$ cat config.mk
export PLATFORM = sky130hd
export DESIGN_NAME = map_restore_loader
export DESIGN_NICKNAME = d
export VERILOG_FILES = /design/src/rtl/map_restore_loader.sv
export SDC_FILE = /design/constraint.sdc
export NUM_CORES = 1
export LEC_CHECK = 0
export BUFFER_PORTS_ARGS = -buffer_cell sky130_fd_sc_hd__buf_2
export CAP_MARGIN = 40
export CORE_AREA = 2 2 198 200
export DETAILED_ROUTE_END_ITERATION = 12
export DIE_AREA = 0 0 200 202
export SYNTH_ARGS = -nofsm -noshare
export SYNTH_HDL_FRONTEND = slang
export SYNTH_SLANG_ARGS = --single-unit
$ cat constraint.sdc
create_clock -name CLOCK_50 -period 24.2 [get_ports CLOCK_50]
set_input_delay 1.21 -clock CLOCK_50 [delete_from_list [all_inputs] [get_ports CLOCK_50]]
set_output_delay 1.21 -clock CLOCK_50 [all_outputs]
set_load 0.02 [all_outputs]
$ cat src/rtl/map_restore_loader.sv
// Restores the pristine maze into map_RAM port B from the map ROM, one row per
// ROM_LATENCY+1 cycles, counting pill tiles; otherwise passes map_RAM_writer through.
`timescale 1ns/1ps
module map_restore_loader #(
    parameter int         ROWS        = 30,
    parameter int         COLS        = 40,
    parameter int         ROM_LATENCY = 2,
    parameter logic [3:0] PILL_CODE   = 4'd2
) (
    input  logic              CLOCK_50,
    input  logic              reset,
    input  logic              start,
    output logic [4:0]        rom_addr,
    input  logic [4*COLS-1:0] rom_data,
    input  logic              wr_in_wren,
    input  logic [4:0]        wr_in_addr,
    input  logic [4*COLS-1:0] wr_in_data,
    output logic              wr_stall,
    output logic              ram_wren,
    output logic [4:0]        ram_addr,
    output logic [4*COLS-1:0] ram_data,
    output logic              busy,
    output logic              done,
    output logic [10:0]       pill_total
);
    localparam int                WAIT_W    = (ROM_LATENCY > 1) ? $clog2(ROM_LATENCY) : 1;
    localparam logic [WAIT_W-1:0] WAIT_LAST = WAIT_W'(ROM_LATENCY - 1);
    localparam logic [4:0]        LAST_ROW  = 5'(ROWS - 1);

    typedef enum logic [1:0] {IDLE, WAIT, WRITE, DONE} state_t;

    state_t            r_state;
    state_t            w_next;
    logic [4:0]        r_row;
    logic [WAIT_W-1:0] r_wait;
    logic [10:0]       r_pill_total;
    logic [10:0]       w_row_pills;

    always_comb begin
        w_row_pills = '0;
        for (int unsigned i = 0; i < COLS; i++) begin
            if (rom_data[4*i +: 4] == PILL_CODE) begin
                w_row_pills = w_row_pills + 11'd1;
            end
        end
    end

    always_ff @(posedge CLOCK_50) begin
        if (reset) begin
            r_state <= IDLE;
        end else begin
            r_state <= w_next;
        end
    end

    always_comb begin
        w_next = r_state;
        case (r_state)
            IDLE:    if (start) w_next = WAIT;
            WAIT:    if (r_wait == WAIT_LAST) w_next = WRITE;
            WRITE:   w_next = (r_row == LAST_ROW) ? DONE : WAIT;
            DONE:    w_next = IDLE;
            default: w_next = IDLE;
        endcase
    end

    // Row, latency counter and pill total advance alongside the state register.
    always_ff @(posedge CLOCK_50) begin
        if (reset) begin
            r_row        <= '0;
            r_wait       <= '0;
            r_pill_total <= '0;
        end else begin
            case (r_state)
                IDLE: begin
                    if (start) begin
                        r_row        <= '0;
                        r_wait       <= '0;
                        r_pill_total <= '0;
                    end
                end
                WAIT: begin
                    r_wait <= r_wait + 1'b1;
                end
                WRITE: begin
                    r_pill_total <= r_pill_total + w_row_pills;
                    r_wait       <= '0;
                    if (r_row != LAST_ROW) begin
                        r_row <= r_row + 5'd1;
                    end
                end
                default: ;
            endcase
        end
    end

    always_comb begin
        rom_addr   = r_row;
        pill_total = r_pill_total;
        busy       = (r_state != IDLE);
        done       = (r_state == DONE);
        if (r_state == IDLE) begin
            ram_wren = wr_in_wren;
            ram_addr = wr_in_addr;
            ram_data = wr_in_data;
            wr_stall = 1'b0;
        end else begin
            ram_wren = (r_state == WRITE);
            ram_addr = r_row;
            ram_data = rom_data;
            wr_stall = wr_in_wren;
        end
    end
endmodule

==> impl_metrics.toml <==
[place]
dp_hpwl_mm = 32.1
port_buffers = 513
gp_congestion = 0.861
dpl.cell_count = 2499

[synthesis]
ys_ff_latch = 19
async_flop_share_pct = 0
syn_nets = 1836
synth-edff-count = 0
avgSynthCellArea_um2 = 7.76
synth_cells = 1455
yosys_warnings = 0
ys.flop_type = "dfxtp_1"
synthesis.area_mm2 = 0.0113
ys_types = 100
ys_seq_area_share_pct = 3.37

[worst_setup_path]
critPathLaunchType = "input pin"
end_kind = "register"
cp.required_ns = 24.38
reg2reg_depth = 14
worstPathMaxFanout = 8
rrSetupSlack_ns = 21.67
worstPathArrival_ns = 24.06
slowest_delay_ns = 0.59
r2r-end = "pill_total[10]$_SDFFE_PP0P_"
crit_path_top_delay_cell = "or4b_4"
worstSetupPathType = "input pin to register"
r2r-start = "pill_total[0]$_SDFFE_PP0P_"
crit_top_cell = "ha_1"

[global_route]
antenna_found_initial = 1
grt_max_degree = 77
gr-total-overflow = 0
grt_pass1_vias = 12500
grt.total_usage_pct = 17.1
grt_first_pass_wirelength_mm = 58.6

[routing]
wire_per_inst_um = 14.9
drt-vias-per-instance = 5.15
num_vias = 13100
drc = 0
routed_wl_mm = 37.8
first_iter_violations = 507
drtPass1Iterations = 5
ant_nets = 0

[worst_hold_path]
min_path_type = "register to register"
hold_depth = 2
hold_end = "pill_total[10]$_SDFFE_PP0P_"
hp-start = "pill_total[10]$_SDFFE_PP0P_"

[sta]
fin_crit_sh_pct = 98.7
hold-worst-slack_ns = 0.502
grt_setup_unrepaired = "yes"
fmax_mhz = 41.9
hold_viol_final = 0
maxSlewViolCount = 0
fin_crit_ns = 23.88
finalSetupViolations = 0
skew_ns = 0.00259
worst_pin_slew_ns = 1.06
max_slew_margin_pct = 29.2

[clocking]
clockBufferDepth = 2
ctsHtreeMaxLevel = 1
clkSinkCount = 19
clk_latency_ns = 0.25
cts_made_buffers = 3
tritoncts = "done"
ctsHoldBuffers = 0
cts_root_buffer = "clkbuf_16"
cts.clk_slew.worst_paths_ns = 0.05

[cells_and_area]
fin_nets = 2399
final_cells = 2536
drive_gt1_share_pct = 47.8
syn_to_final_growth_pct = 40.4

[floorplan]
core_mm2 = 0.0383
top_level_ports = 514
die_y_um = 202
fp.dieW_um = 200
die-area_mm2 = 0.0404
start_util_pct = 29.5
num_rows = 72

[pwr]
leakagePower_nw = 6.73
vdd.ir_drop.worst_uv = 23.5
power_mw = 0.555
p_per_area_mw_per_mm2 = 35.0

[status]
outcome = "finished clean"

[job]
drv_cap = 0
## cell type report
type	count	area, um^2
antenna	1	2.50
fill	3904	22400
timing repair buffer	609	3290
clock buffer	4	78.8
tap	518	648
sequential	19	380
inverter	62	236
multi-input combinational	1323	11200
## state kept, by name, summed over array words and instances, names as in the netlist
signal	count
r_wait	1
r_state	2
pill_total	11
rom_addr	5
## metal layers
metal / part of all wire, % / track usage [%]
met3: 4.2 / 0.884
met2: 51 / 32.8
met5: 0 / 0
met4: 2.0 / 3.52
met1: 43 / 20.7
## through the flow
stage                     util [%]  setup slack (ns)  area, um^2  setup TNS [ns]
after global placement        39.4            0.0664       15100               0
after CTS                     40.1            0.0445       15400               0
after floorplan                  -           -0.0129       11600         -0.0129
after detailed placement      39.6            -0.657       15200           -2.34
after global routing          41.4             -1.02       15900           -5.01
final                         41.4             0.315       15900               0
## how the worst max path moves through the flow
stage	cells after the start	end	slack, ns	startpoint
after global routing	146	pill_total[10]$_SDFFE_PP0P_	-1.02	rom_data[7]
after floorplan	148	pill_total[10]$_SDFFE_PP0P_	-0.01	rom_data[7]
final	146	pill_total[10]$_SDFFE_PP0P_	0.32	rom_data[7]
after global placement	148	pill_total[10]$_SDFFE_PP0P_	0.07	rom_data[7]
after CTS	148	pill_total[10]$_SDFFE_PP0P_	0.04	rom_data[4]
after detailed placement	148	pill_total[10]$_SDFFE_PP0P_	-0.66	rom_data[7]
## worst max-delay path, delay by kind of cell
family | cells | cell delay, ns
adder cells (fa/ha/maj) | 37 | 10.28
AO/OA/AOI/OAI | 46 | 6.09
AND/OR/NAND/NOR | 38 | 3.71
multiplexers | 7 | 1.54
buffers and inverters | 18 | 1.14
## report_power, final
group	switching, mW	internal (mW)	leakage [nW]
sequential	0.000875	0.0317	0.153
combinational	0.261	0.228	6.54
clock	0.0109	0.0224	0.0382
## Yosys cell counts (all sizes together) (13+ instances only)
| master | count | area (um^2) |
|---|---|---|
| mux2 | 170 | 1910 |
| and3 | 15 | 93.8 |
| a22oi | 15 | 113 |
| nor4b | 42 | 454 |
| a21o | 15 | 113 |
| xor2 | 71 | 704 |
| inv | 61 | 229 |
| xnor2 | 132 | 1220 |
| o211ai | 13 | 97.6 |
| o21ai | 48 | 240 |
| nand4 | 20 | 125 |
| or4b | 27 | 274 |
| a21oi | 66 | 342 |
| mux2i | 17 | 170 |
| nor2 | 133 | 499 |
| nand3 | 36 | 180 |
| nand2 | 137 | 514 |
| xnor3 | 22 | 499 |
| nand2b | 15 | 93.8 |
| ha | 51 | 638 |
| nor3 | 45 | 236 |
| dfxtp | 19 | 380 |
| clkbuf | 45 | 169 |
| and2 | 24 | 150 |
## layout by cell type (no fill, tap or decap), types with 42 or more instances in the layout
cell     synthesis  routed
a21oi_1         65      54
buf_2            3     515
buf_4            0      89
inv_1           61      48
mux2_2         170     167
nand2_1        137     120
nor2_1         133     125
nor3_1          44      42
xnor2_1        126     125
xor2_1          63      63
## logic make-up after synthesis
family                     Yosys count  synth area share (%)
AOI/OAI and AO/OA                  297                  18.8
adders and majority gates           54                  6.01
DFF                                 19                  3.37
buffers and inverters              113                  3.87
and+or+nand+nor                    556                  27.1
muxes                              187                  18.5
xor gates and xnor gates           229                  22.4
## timing repair
item                       CTS  global route
gates resized for setup     11            58
setup endpoints to repair    4            10
buffers inserted             7            26
pin swaps                   12            88
Note: power is estimated with default switching activity, not from simulation.
